==> config.mk <==
export PLATFORM = sky130hd
export DESIGN_NAME = seq_detect_ctrl
export DESIGN_NICKNAME = d
export VERILOG_FILES = /design/src/rtl/seq_detect_ctrl.sv
export SDC_FILE = /design/constraint.sdc
export NUM_CORES = 1
export LEC_CHECK = 0
export ABC_AREA = 1
export ABC_CLOCK_PERIOD_IN_PS = 2750
export CAP_MARGIN = 25
export CELL_PAD_IN_SITES_DETAIL_PLACEMENT = 0
export CELL_PAD_IN_SITES_GLOBAL_PLACEMENT = 1
export CORE_MARGIN = 4
export CORE_UTILIZATION = 39
export DETAILED_ROUTE_END_ITERATION = 10
export PLACE_DENSITY = 0.79
export SLEW_MARGIN = 20
export SYNTH_ARGS = -nofsm -noshare
export SYNTH_HDL_FRONTEND = slang
export SYNTH_SLANG_ARGS = --single-unit
==> constraint.sdc <==
create_clock -name clk_i -period 2.75 [get_ports clk_i]
set_input_delay 0.55 -clock clk_i [delete_from_list [all_inputs] [get_ports clk_i]]
set_output_delay 0.55 -clock clk_i [all_outputs]
set_load 0.02 [all_outputs]
==> src/rtl/seq_detect_ctrl.sv <==
// seq_detect_ctrl: run controller for a programmable serial sequence detector.
// Latches a pattern/length/overlap/target on start, arms a shift-register
// history, consumes bits under valid/ready, raises a Mealy match pulse per
// detection, counts matches and ends the run with a one-cycle done pulse.
module seq_detect_ctrl #(
  parameter  int MAX_LEN = 8,
  parameter  int CNT_W   = 8,
  localparam int LEN_W   = $clog2(MAX_LEN + 1)
) (
  input  logic               clk_i,
  input  logic               rst_ni,
  input  logic [MAX_LEN-1:0] cfg_pattern_i,
  input  logic [LEN_W-1:0]   cfg_len_i,
  input  logic               cfg_overlap_i,
  input  logic [CNT_W-1:0]   cfg_target_i,
  input  logic               start_i,
  input  logic               abort_i,
  input  logic               d_i,
  input  logic               d_valid_i,
  output logic               d_ready_o,
  output logic               match_o,
  output logic [CNT_W-1:0]   match_cnt_o,
  output logic               busy_o,
  output logic               done_o,
  output logic               err_o
);

  typedef enum logic [1:0] {
    ST_IDLE = 2'd0,
    ST_ARM  = 2'd1,
    ST_RUN  = 2'd2,
    ST_DONE = 2'd3
  } state_t;

  localparam logic [LEN_W-1:0] MAX_LEN_L = LEN_W'(MAX_LEN);
  localparam logic [CNT_W-1:0] CNT_MAX   = {CNT_W{1'b1}};

  state_t state_r, state_s;

  // Latched run configuration
  logic [MAX_LEN-1:0] pat_r;
  logic [LEN_W-1:0]   len_r;
  logic               ovl_r;
  logic [CNT_W-1:0]   tgt_r;

  // Detector datapath; only MAX_LEN-1 past bits are needed because the
  // current bit completes the compare window.
  logic [MAX_LEN-2:0] hist_r;
  logic [LEN_W-1:0]   fill_r;
  logic [CNT_W-1:0]   cnt_r;
  logic               err_r;

  // Registered status flags, decoded from the next state
  logic ready_r, busy_r, done_r;

  logic               len_ok_s;
  logic               xfer_s;
  logic [MAX_LEN-1:0] win_s;
  logic [MAX_LEN-1:0] mask_s;
  logic [LEN_W:0]     fill_inc_s;
  logic               fill_ok_s;
  logic [LEN_W-1:0]   fill_next_s;
  logic               match_s;
  logic [CNT_W-1:0]   cnt_inc_s;
  logic               hit_s;
  logic               load_s;
  logic               bad_s;

  // Detection datapath: transfer qualification, window compare, counter math
  always_comb begin
    len_ok_s   = (cfg_len_i != {LEN_W{1'b0}}) && (cfg_len_i <= MAX_LEN_L);
    // Abort wins over a simultaneous bit: the bit is not consumed.
    xfer_s     = (state_r == ST_RUN) && d_valid_i && !abort_i;
    win_s      = {hist_r, d_i};
    mask_s     = {MAX_LEN{1'b0}};
    for (int i = 0; i < MAX_LEN; i++) begin
      mask_s[i] = (i < int'(len_r));
    end
    fill_inc_s = {1'b0, fill_r} + {{LEN_W{1'b0}}, 1'b1};
    fill_ok_s  = (fill_inc_s >= {1'b0, len_r});
    if (fill_inc_s > {1'b0, MAX_LEN_L}) begin
      fill_next_s = MAX_LEN_L;
    end else begin
      fill_next_s = fill_inc_s[LEN_W-1:0];
    end
    match_s    = xfer_s && fill_ok_s && ((win_s & mask_s) == (pat_r & mask_s));
    if (cnt_r == CNT_MAX) begin
      cnt_inc_s = cnt_r;
    end else begin
      cnt_inc_s = cnt_r + {{(CNT_W-1){1'b0}}, 1'b1};
    end
    hit_s      = match_s && (tgt_r != {CNT_W{1'b0}}) && (cnt_inc_s == tgt_r);
  end

  // Next-state logic and run-start decode
  always_comb begin
    state_s = state_r;
    load_s  = 1'b0;
    bad_s   = 1'b0;
    case (state_r)
      ST_IDLE: begin
        if (start_i) begin
          if (len_ok_s) begin
            load_s  = 1'b1;
            state_s = ST_ARM;
          end else begin
            bad_s   = 1'b1;
            state_s = ST_DONE;
          end
        end else begin
          state_s = ST_IDLE;
        end
      end
      ST_ARM: begin
        if (abort_i) begin
          state_s = ST_DONE;
        end else begin
          state_s = ST_RUN;
        end
      end
      ST_RUN: begin
        if (abort_i || hit_s) begin
          state_s = ST_DONE;
        end else begin
          state_s = ST_RUN;
        end
      end
      ST_DONE: begin
        state_s = ST_IDLE;
      end
      default: begin
        state_s = ST_IDLE;
      end
    endcase
  end

  // State register and registered status flags
  always_ff @(posedge clk_i or negedge rst_ni) begin
    if (!rst_ni) begin
      state_r <= ST_IDLE;
      ready_r <= 1'b0;
      busy_r  <= 1'b0;
      done_r  <= 1'b0;
    end else begin
      state_r <= state_s;
      ready_r <= (state_s == ST_RUN);
      busy_r  <= (state_s == ST_ARM) || (state_s == ST_RUN);
      done_r  <= (state_s == ST_DONE);
    end
  end

  // Config latch, history shift, fill tracking, match counter and error flag
  always_ff @(posedge clk_i or negedge rst_ni) begin
    if (!rst_ni) begin
      pat_r  <= {MAX_LEN{1'b0}};
      len_r  <= {LEN_W{1'b0}};
      ovl_r  <= 1'b0;
      tgt_r  <= {CNT_W{1'b0}};
      hist_r <= {(MAX_LEN-1){1'b0}};
      fill_r <= {LEN_W{1'b0}};
      cnt_r  <= {CNT_W{1'b0}};
      err_r  <= 1'b0;
    end else if (load_s) begin
      pat_r  <= cfg_pattern_i;
      len_r  <= cfg_len_i;
      ovl_r  <= cfg_overlap_i;
      tgt_r  <= cfg_target_i;
      hist_r <= {(MAX_LEN-1){1'b0}};
      fill_r <= {LEN_W{1'b0}};
      cnt_r  <= {CNT_W{1'b0}};
      err_r  <= 1'b0;
    end else if (bad_s) begin
      cnt_r  <= {CNT_W{1'b0}};
      err_r  <= 1'b1;
    end else if (xfer_s) begin
      hist_r <= win_s[MAX_LEN-2:0];
      if (match_s) begin
        cnt_r <= cnt_inc_s;
        // Non-overlapping mode: matched bits may not seed the next match.
        if (ovl_r) begin
          fill_r <= fill_next_s;
        end else begin
          fill_r <= {LEN_W{1'b0}};
        end
      end else begin
        fill_r <= fill_next_s;
      end
    end else begin
      hist_r <= hist_r;
    end
  end

  assign d_ready_o   = ready_r;
  assign busy_o      = busy_r;
  assign done_o      = done_r;
  assign err_o       = err_r;
  assign match_cnt_o = cnt_r;
  assign match_o     = match_s;

endmodule

== Word level (Yosys, flattened, before mapping) ==
Index checks and enable logic that the tools add are counted.
Word-level totals
  flip-flop bits (word level): 46
  input port bits: 27
  output and inout bits: 13
  word-level logic and storage cells: 83
Operators by class
  add/subtract/negate cells: 2
  $lt $le $gt $ge: 11
  equality and inequality tests: 10
  muxes and demuxes: 27
  bitwise operators: 2
  reductions and logical operators: 19
Operators with widths (number)
  $mux 8: 5
  $mux 4: 6
  $mux 7: 3
  $and 8x8->8: 2
  $eq 8x8->1: 2
  $lt 3x4->1 const A: 4
  $mux 1: 10
  $add 8x1->8 const B: 1
  $eq 2x2->1 const B: 4
  $eq 8x8->1 const B: 1
  $lt 1x4->1 const A: 2
  $lt 2x4->1 const A: 2
  $pmux 2 s4: 1
  $reduce_bool 8->1: 1
  $logic_and 1x1->1: 7
  $reduce_bool 3->1: 2
  $add 4x1->5 const B: 1
  $ge 5x4->1: 1
  $gt 5x4->1 const B: 1
  $eq 2x1->1 const B: 2
  $le 4x4->1 const B: 1
  $mux 2: 2
  $reduce_and 2->1: 2
  $reduce_bool 2->1: 2
  5 further kinds: 6

== Logic depth before layout (Yosys ltp) ==
  depth after elaboration: 12
  gate-level depth with buffers: 18
  depth with buffers taken out: 18

== Worst setup path after synthesis ==
OpenSTA, ideal clock, no wires.
  path type: reg-to-output
  from: register fill_r[0]
  to: output port match_o
  arrival time: 1760 ps
  slack: 440 ps
  stages on the path, launching flop included: 11
  buffers on the path: 0
  cells stage by stage: dfrtp_1 > nand3_1 > xor2_1 > inv_1 > ha_1 > nand2_1 > nor2_1 > nand2_1 > nand4_1 > nand3_1 > inv_1
Between the ends
  longest elaborated chain between the ends: 4
RTL lines
  from (decl): line 49  | logic [LEN_W-1:0] fill_r;
  from (signal assigned): line 160  | fill_r <= {LEN_W{1'b0}};
  from (signal assigned): line 169  | fill_r <= {LEN_W{1'b0}};
  from (signal assigned): line 181  | fill_r <= fill_next_s;
  $add 4x1->5: line 79  | fill_inc_s = {1'b0, fill_r} + {{LEN_W{1'b0}}, 1'b1};
  $ge 5x4->1: line 80  | fill_ok_s = (fill_inc_s >= {1'b0, len_r});
  $logic_and 1x1->1 (2 in series): line 86  | match_s = xfer_s && fill_ok_s && ((win_s & mask_s) == (pat_r & mask_s));
  to (decl): line 21  | output logic match_o,
Every way passes these cells.

== Worst setup path after layout ==
Same ends and word-level chain as after synthesis.

==> results.sh <==
export IMPL_setup_slack_ps=163.9
export IMPL_drt_iter0_drc=68
export IMPL_slew_headroom_pct=63.51
export IMPL_syn_inst=361
export IMPL_die_area_um2=8326
export IMPL_root_buffer="clkbuf_8"
export IMPL_drcViolationCount=0
export IMPL_htreeDepth=2
export IMPL_ir_drop_v=0.0003557
export IMPL_synth_avg_cell_area_um2=7.486
export IMPL_grt_pass1_vias=2289
export IMPL_fp_coreArea_um2=6756
export IMPL_yosysTopAreaCell="dfrtp_1"
export IMPL_worstPathRequired_ps=2200
export IMPL_antenna_found_initial=0
export IMPL_finalHoldViolCount=0
export IMPL_cp_common_cell="nand4_1"
export IMPL_drv_slew=0
export IMPL_synth_nets=399
export IMPL_outcome="finished, final reports clean"
export IMPL_clockBufferDepth=2
export IMPL_clkLatencyLatePin_ps=300
export IMPL_final_cells=497
export IMPL_min_period_ps=2586
export IMPL_place_congestion=0.7883
export IMPL_gr_usage_all_layers_pct=15.24
export IMPL_p_per_area_nw_per_um2=762.3
export IMPL_ys_ff_latch=46
export IMPL_pin_count=40
export IMPL_netlist_top_cells_count="101 x nand2_1, 63 x inv_1, 46 x dfrtp_1, 43 x nand3_1, 27 x o21ai_0"
export IMPL_slowest_delay_ps=410
export IMPL_synth_area_um2=2703
export IMPL_synthTopCellsByArea="dfrtp_1 43%, nand2_1 14%, inv_1 8.8%"
export IMPL_antenna_cells=0
export IMPL_path_max_fanout=3
export IMPL_finish_utilization_pct=50.30
export IMPL_cp_start_kind="flip-flop"
export IMPL_die_x_um=91.25
export IMPL_yosysMostFrequentCell="nand2_1"
export IMPL_crit_path_cell_trace="ha_2 -> nor2_1 -> nor2_2 -> ha_1 -> nand2_1 -> inv_1 -> nand4_1 -> nand4_1 -> nand3_2 -> inv_2 -> buf_4"
export IMPL_place_ws_ps=-131.3
export IMPL_grt_pass1_wl_um=10330
export IMPL_place_inst=487
export IMPL_ys_warn_count=0
export IMPL_numPortBuffers=39
export IMPL_drt_total_wl_um=5985
export IMPL_seq_area_frac_synth_pct=42.59
export IMPL_die_h_um=91.25
export IMPL_vias=2379
export IMPL_timing_fmax_mhz=386.7
export IMPL_leakage_nw=1.805
export IMPL_grt_max_degree=27
export IMPL_ys_async_sr_fraction_pct=100.0
export IMPL_setup_worst_path_class="flip-flop to output port"
export IMPL_rows=30
export IMPL_synth_top_area_share_pct=42.59
export IMPL_ant_nets=0
export IMPL_worstMarginPinSlew_ps=547.4
export IMPL_drt_first_pass_iters=4
export IMPL_clock_sinks=46
export IMPL_synth_enable_flop_cells=0
export IMPL_ys_flop_type="dfrtp_1"
export IMPL_initial_utilization_pct=40.00
export IMPL_drive_gt1_share_pct=10.55
export IMPL_hold_path_class="primary input to asynchronous set/reset pin"
export IMPL_nNetsFinal=454
export IMPL_period_share_pct=94.04
export IMPL_max_cap_violations=0
export IMPL_dp_hpwl_um=4653
export IMPL_fin_skew_ps=8.236
export IMPL_end_kind="output port"
export IMPL_vias_per_cell=4.787
export IMPL_yosysUniqueCellTypes=27
export IMPL_overflow=0
export IMPL_clkTransAtPathRegs_ps=90
export IMPL_wl_per_cell_um=12.04
export IMPL_worst_path_max_delay_cell="dfrtp_1"
export IMPL_area_growth_pct=25.74
export IMPL_cts_tree="built"
export IMPL_setup_violations=0
export IMPL_cp_data_arrival_time_ps=2040
export IMPL_cts_made_buffers=5
-- critical path, delay by kind of cell, from the launching register on --
kind          cells  cell delay (ps)
buf+inv           3              260
fa+ha+maj         2              520
flops             1              410
simple gates      6              550
-- registers in the layout, summed over array words and instances (netlist names), 2 cells and up --
| signal | cells |
|---|---|
| fill_r | 4 |
| hist_r | 7 |
| len_r | 4 |
| match_cnt_o | 8 |
| pat_r | 8 |
| state_r | 2 |
| tgt_r | 8 |
-- per-stage QoR --
stage / total power [mW] / setup TNS, ps / instance area [um^2] / hold slack, ps
after floorplan: 1.783 / 0 / 2703 / 254.4
after global placement: 2.133 / -115.4 / 3284 / 496.4
after detailed placement: 2.156 / -131.3 / 3284 / 506.1
after CTS: 2.600 / 0 / 3371 / 240.3
after global routing: 2.844 / -31.90 / 3398 / 264.6
final: 2.591 / 0 / 3398 / 230.8
-- path summary, 6_finish.rpt --
| check | endpoint | from | depth (start not counted) | slack (ps) |
|---|---|---|---|---|
| worst max-delay path | match_o | fill_r[0] | 11 | 160 |
| worst min-delay path | pat_r[3] | rst_ni | 1 | 230 |
| worst max register to register | busy_o | fill_r[0] | 18 | 210 |
| worst min register to register | err_o | err_o | 2 | 520 |
| max in group asynchronous | ovl_r | rst_ni | 2 | 1990 |
| min in group clk_i | err_o | err_o | 2 | 520 |
-- power breakdown --
part | internal (mW) | switching [mW] | leakage [nW]
sequential | 0.900 | 0.135 | 0.593
combinational | 0.486 | 0.640 | 1.16
clock | 0.203 | 0.227 | 0.0482
total | 1.59 | 1.00 | 1.80
-- final cells by class --
class	instances	area (um^2)
well taps	80	100.1
multi-input cells	244	1287
clock buffers	7	86.33
flip-flops and latches	46	1151
clock inverters	1	5.005
inverters	64	240.2
fillers	683	3358
repair buffers	55	528.0
-- cells in the final DEF (no fill, tap or decap), drive strengths merged, types with 2 or more instances in the layout --
master | netlist | routed
a21oi | 2 | 2
a22oi | 6 | 6
buf | 3 | 18
clkbuf | 4 | 7
clkdlybuf4s50 | 0 | 37
dfrtp | 46 | 46
ha | 11 | 11
inv | 64 | 64
mux2 | 3 | 3
nand2 | 108 | 108
nand3 | 43 | 43
nand4 | 6 | 6
nor2 | 25 | 25
o21ai | 28 | 28
o21bai | 2 | 2
o22ai | 4 | 4
xor2 | 2 | 2
-- what timing repair did --
action                                  in CTS  in global routing
endpoints found under the hold margin        0                  0
resized for setup                            4                  5
hold buffers                                 0                  0
pin swaps                                    0                  2
endpoints found under the setup margin       1                  2
setup buffers                                0                  2
cloned                                       0                  0
-- per-layer routing --
metal / GRT usage, % / vias up / part of all wire, %
met5: 0 / - / 0
met4: 5.025 / 0 / 1.7
met3: 2.900 / 10 / 3.4
met2: 26.73 / 45 / 49
met1: 18.74 / 1072 / 46
li1: - / 1252 / -
-- cell families after synthesis --
| family | count (synthesis) | share of synthesized area, % |
|---|---|---|
| fa+ha+maj | 11 | 5.093 |
| buf+inv | 71 | 10.23 |
| mux | 3 | 1.250 |
| xor+xnor | 3 | 0.9724 |
| compound gates | 44 | 9.305 |
| simple gates | 183 | 30.56 |
| flops | 46 | 42.59 |
Note: power is estimated with default switching activity, not from simulation.
